### src/rtl/softmax_in_serializer.sv
// Takes packed `Tout-lane words and emits them one element per cycle, dropping the
// padded tail lanes of each row's final word and reporting the signed row maximum.
`ifndef Tout
`define Tout 8
`endif
`ifndef MAX_DAT_DW
`define MAX_DAT_DW 16
`endif
`ifndef log2Tout
`define log2Tout 3
`endif
`ifndef log2_CH
`define log2_CH 12
`endif
`ifndef Log2_Softmax_pixel
`define Log2_Softmax_pixel 12
`endif

module softmax_in_serializer (
    input  logic                                    clk,
    input  logic                                    rst,
    input  logic [`log2_CH-`log2Tout-1:0]           CH_in_div_Tout,
    input  logic [`Log2_Softmax_pixel-1:0]          CH_in,
    input  logic                                    dat_in_vld,
    output logic                                    dat_in_rdy,
    input  logic [`Tout*`MAX_DAT_DW-1:0]            dat_in,
    input  logic                                    dat_out_rdy,
    output logic                                    dat_out_vld,
    output logic [`MAX_DAT_DW-1:0]                  dat_out,
    output logic                                    dat_out_last,
    output logic                                    row_max_vld,
    output logic [`MAX_DAT_DW-1:0]                  row_max
);
    localparam int TOUT = `Tout;
    localparam int DW   = `MAX_DAT_DW;
    localparam int LT   = `log2Tout;
    localparam int WCW  = `log2_CH - `log2Tout;
    localparam int CHW  = `Log2_Softmax_pixel;
    localparam logic signed [DW-1:0] MOST_NEG = {1'b1, {(DW-1){1'b0}}};

    logic                     r_full;
    logic [TOUT*DW-1:0]       r_word;
    logic [LT-1:0]            r_lane_cnt;
    logic [WCW-1:0]           r_word_cnt;
    logic signed [DW-1:0]     r_running_max;
    logic signed [DW-1:0]     r_row_max;
    logic                     r_row_max_vld;

    logic [CHW-1:0]           w_ch_m1;
    logic [LT-1:0]            w_last_idx;
    logic                     w_final_word;
    logic                     w_lane_is_last;
    logic                     w_out_hs;
    logic                     w_word_done;
    logic                     w_row_done;
    logic                     w_in_hs;
    logic signed [DW-1:0]     w_lane_dat;
    logic signed [DW-1:0]     w_max_next;

    // Final word of a row only carries ((CH_in-1) mod Tout)+1 real lanes.
    assign w_ch_m1        = CH_in - 1'b1;
    assign w_final_word   = (r_word_cnt == CH_in_div_Tout - 1'b1);
    assign w_last_idx     = w_final_word ? LT'(w_ch_m1 % TOUT) : LT'(TOUT - 1);
    assign w_lane_is_last = (r_lane_cnt == w_last_idx);

    assign w_lane_dat     = r_word[r_lane_cnt*DW +: DW];
    assign w_out_hs       = r_full & dat_out_rdy;
    assign w_word_done    = w_out_hs & w_lane_is_last;
    assign w_row_done     = w_word_done & w_final_word;
    assign w_max_next     = (w_lane_dat > r_running_max) ? w_lane_dat : r_running_max;

    // Refill in the same cycle the last lane leaves, so words stream without bubbles.
    assign dat_in_rdy     = ~r_full | w_word_done;
    assign w_in_hs        = dat_in_vld & dat_in_rdy;

    assign dat_out_vld    = r_full;
    assign dat_out        = r_full ? w_lane_dat : '0;
    assign dat_out_last   = r_full & w_lane_is_last & w_final_word;
    assign row_max_vld    = r_row_max_vld;
    assign row_max        = r_row_max;

    always_ff @(posedge clk or posedge rst) begin
        if (rst) begin
            r_full     <= 1'b0;
            r_word     <= '0;
        end else if (w_in_hs) begin
            r_full     <= 1'b1;
            r_word     <= dat_in;
        end else if (w_word_done) begin
            r_full     <= 1'b0;
        end
    end

    always_ff @(posedge clk or posedge rst) begin
        if (rst) begin
            r_lane_cnt <= '0;
            r_word_cnt <= '0;
        end else if (w_out_hs) begin
            r_lane_cnt <= w_lane_is_last ? '0 : r_lane_cnt + 1'b1;
            if (w_lane_is_last)
                r_word_cnt <= w_final_word ? '0 : r_word_cnt + 1'b1;
        end
    end

    always_ff @(posedge clk or posedge rst) begin
        if (rst) begin
            r_running_max <= MOST_NEG;
            r_row_max     <= '0;
            r_row_max_vld <= 1'b0;
        end else begin
            r_row_max_vld <= w_row_done;
            if (w_out_hs)
                r_running_max <= w_row_done ? MOST_NEG : w_max_next;
            if (w_row_done)
                r_row_max     <= w_max_next;
        end
    end

endmodule
### config.mk
export PLATFORM = sky130hd
export DESIGN_NAME = softmax_in_serializer
export DESIGN_NICKNAME = d
export VERILOG_FILES = /design/src/rtl/softmax_in_serializer.sv
export SDC_FILE = /design/constraint.sdc
export NUM_CORES = 1
export LEC_CHECK = 0
export BUFFER_PORTS_ARGS = -buffer_cell sky130_fd_sc_hd__buf_4
export CORE_ASPECT_RATIO = 0.6
export CORE_UTILIZATION = 55
export CTS_CLUSTER_SIZE = 30
export DETAILED_ROUTE_END_ITERATION = 7
export HOLD_SLACK_MARGIN = 0.06
export PLACE_DENSITY_LB_ADDON = 0.25
export SLEW_MARGIN = 10
export SYNTH_ARGS = -nofsm -noshare
export SYNTH_HDL_FRONTEND = slang
export SYNTH_SLANG_ARGS = --single-unit
export TNS_END_PERCENT = 20
### constraint.sdc
create_clock -name clk -period 6 [get_ports clk]
set_input_delay 0.3 -clock clk [delete_from_list [all_inputs] [get_ports clk]]
set_output_delay 0.3 -clock clk [all_outputs]
set_load 0.005 [all_outputs]
==> results.cfg <==
[synthesis]
ys_types = 63
synth-edff-count = 0
synth_flop_cell = dfrtp_1
ys_top_cells_by_area = dfrtp_1 (46%), mux2_4 (16%), mux4_2 (7.7%)
synth_seq_cells = 174
syn_nets = 861
yosys.area.top_type = dfrtp_1
yosysWarnings = 0
syn_area_sq_um = 9380
ys_seq_area_frac = 0.464
syn_inst = 688
yosys-top-cells-count = dfrtp_1 (173), mux2_4 (100), inv_1 (41)
yosysMostFrequentCell = dfrtp_1
syn_area_per_cell_sq_um = 13.6
synth_top_area_frac = 0.462
ys_async_sr_fraction = 1.00

[clock_tree]
clock_latency_ns = 0.43
clock-sinks = 174
cts_setup_buffers = 0
cts_htree_levels = 4
ctsHoldBuffers = 1
root_buffer = clkbuf_16
cts_resized = 0
cts_tree = built
cts.clk_slew.worst_paths_ns = 0.07
cts_inserted_buffers = 17
clockBufferDepth = 2

[critical_path]
slowest_stage = dfrtp_2
cp_max_fo = 29
cp_cell_sequence = mux4_2 -> mux2i_1 -> inv_1 -> ha_1 -> nand4_1 -> nor4_1 -> a21boi_1 -> a211oi_1 -> a31oi_2 -> o31ai_4 -> a32o_1
endpoint_kind = flop
critical_path_class = flop to flop
cpPeakStageDelay_ns = 1.05
worst-path-buf-inv = 1
cp.arrival_ns = 5.27
rr_worst_depth = 11
regToRegSetupSlack_ns = 1.05
worstReg2RegEnd = r_running_max[13]
cp_top_family = compound AO/OA/AOI/OAI gates
r2r_start = r_lane_cnt[0]
worstPathRequired_ns = 6.32
worstSetupStartpointType = flop
crit_cells = 11

[routing]
wire_per_inst_microns = 21.2
drt_iter0_markers = 505
wl_microns = 23200
vias_per_cell = 5.85
drc = 0
dr.pass1.iters = 5
vias = 6377
antenna_left = 0

[pwr]
max-vdd-ir-drop_v = 0.000464
p_leak_nw = 5.38
cellInternalPower_mw = 3.86
p_seq_frac = 0.334
pwr-share-clk = 0.186
switching_power_mw = 2.37
swShare = 0.380
powerDensity_nw_per_um2 = 550
combPwrFrac = 0.480

[timing]
post-route-min-period_ns = 4.95
setup_viol = 0
relSlewSlack = 0.196
tightest_slew_ns = 1.21
tns_ns = 0
finalClockSkew_ns = 0.0115
rsz0062_at_grt = no
hold_violations = 0
fin_crit_sh = 0.825
max_freq_mhz = 202
hold-worst-slack_ns = 0.0415
drv_slew = 0

[global_route]
antenna_found_initial = 0
met1_usage = 0.393
top_usage_layer = met2
overflow = 0
grt_use_met2 = 0.431
grt_pass1_wl_microns = 35800
grt_max_degree = 125
use_met3 = 0.0653
grtUsageTotal = 0.278
grt_pass1_vias = 6571

[floorplan]
core_sq_um = 16400
die_h_microns = 103
top_level_ports = 189
chipWidth_microns = 171
placementRows = 36
initial_core_util = 0.571
design.die.area_sq_um = 17600

[placement]
io_buffers = 179
gp_congestion = 0.886
dp_hpwl_microns = 16100
dpl_cell_area_sq_um = 10700

[final_layout]
ff_latch_area_sq_um = 4360
stdcell_area_sq_um = 11300
multi_input_area_sq_um = 4480
finalNetCount = 1023
layout-drive-gt1-share = 0.436
antenna_cells = 0
fill_cells = 1176
syn2layout_area_growth_pct = 20.7

[run_status]
status = finished, final reports clean

[flow_run]
cap_violations = 0

[hold_path]
hold_path.class = input port to async pin
-- stage by stage --
stage | util | power, mW | cells | setup WS [ns]
final | 0.689 | 6.23 | 1091 | 1.05
after detailed placement | 0.651 | 5.03 | 1058 | 1.11
after floorplan | - | 4.07 | 688 | 0.985
after global routing | 0.689 | 6.62 | 1091 | 0.736
after CTS | 0.689 | 6.22 | 1091 | 1.05
after global placement | 0.651 | 4.87 | 1058 | 1.25
-- area by class of cell --
type | count | share of cell area
multi-input cells | 427 | 0.396
flip-flops and latches | 174 | 0.385
repair buffers | 187 | 0.125
clock buffers | 20 | 0.0412
well taps | 228 | 0.0252
inverters | 43 | 0.0147
clock inverters | 12 | 0.0131
-- layer usage --
metal | vias to the layer above | wire (microns)
li1 | 2862 | -
met1 | 3247 | 10700
met2 | 247 | 10500
met3 | 21 | 1670
met4 | 0 | 257
met5 | - | 0
-- power groups by stage --
stage / combinational [mW] / sequential (mW) / clock, mW
2_1_floorplan: 2.21 / 1.86 / 0
3_3_place_gp: 2.83 / 2.04 / 0
3_5_place_dp: 2.94 / 2.09 / 0
4_1_cts: 2.97 / 2.07 / 1.18
5_1_grt: 3.25 / 2.14 / 1.23
6_report: 2.99 / 2.08 / 1.16
-- layout by cell type (no fill, tap or decap), types with 9 or more instances in the layout --
cell type,n
buf_4,185
dfrtp_1,171
mux2_4,100
inv_1,40
nor2_1,39
mux4_2,32
o21ai_0,21
mux2_1,20
ha_1,20
nand2_1,19
a22o_1,18
a31oi_1,17
clkbuf_16,17
mux2i_1,16
a32o_1,15
a21oi_1,12
a41oi_1,9
mux2_2,9
-- logic make-up (layout without fill, tap and decap cells) --
kind of cell	after synthesis	in the layout	synth area share
flip-flops	174	174	0.464
AND/OR/NAND/NOR	101	101	0.0543
adder cells (fa/ha/maj)	20	20	0.0267
XOR/XNOR	9	9	0.00840
buffers and inverters	87	262	0.0582
AO/OA/AOI/OAI	120	120	0.0994
multiplexers	177	177	0.289
-- worst max-delay path by stage --
stage | endpoint | slack (ns) | from
2_1_floorplan | dat_out_vld | 0.98 | rst
3_3_place_gp | r_running_max[14] | 1.25 | r_lane_cnt[0]
3_5_place_dp | r_running_max[13] | 1.11 | r_lane_cnt[0]
4_1_cts | r_running_max[13] | 1.05 | r_lane_cnt[0]
5_1_grt | r_running_max[13] | 0.74 | r_lane_cnt[0]
6_report | r_running_max[13] | 1.05 | r_lane_cnt[0]
-- flip-flops by register name (all words and copies together), names as in the netlist --
name and cells:
r_word 128, r_lane_cnt 3, dat_out_vld 1, r_running_max 16, row_max 16, r_word_cnt 9, row_max_vld 1
-- worst register-to-register path, stage by stage (launching register included) --
cell      delay [ns]
dfrtp_2         1.05
mux4_2          0.70
mux2i_1         0.40
inv_1           0.09
ha_1            0.32
nand4_1         0.15
nor4_1          0.39
a21boi_1        0.29
a211oi_1        0.11
a31oi_2         0.69
o31ai_4         0.33
a32o_1          0.31
No activity file was read; power rests on OpenSTA's default activity.
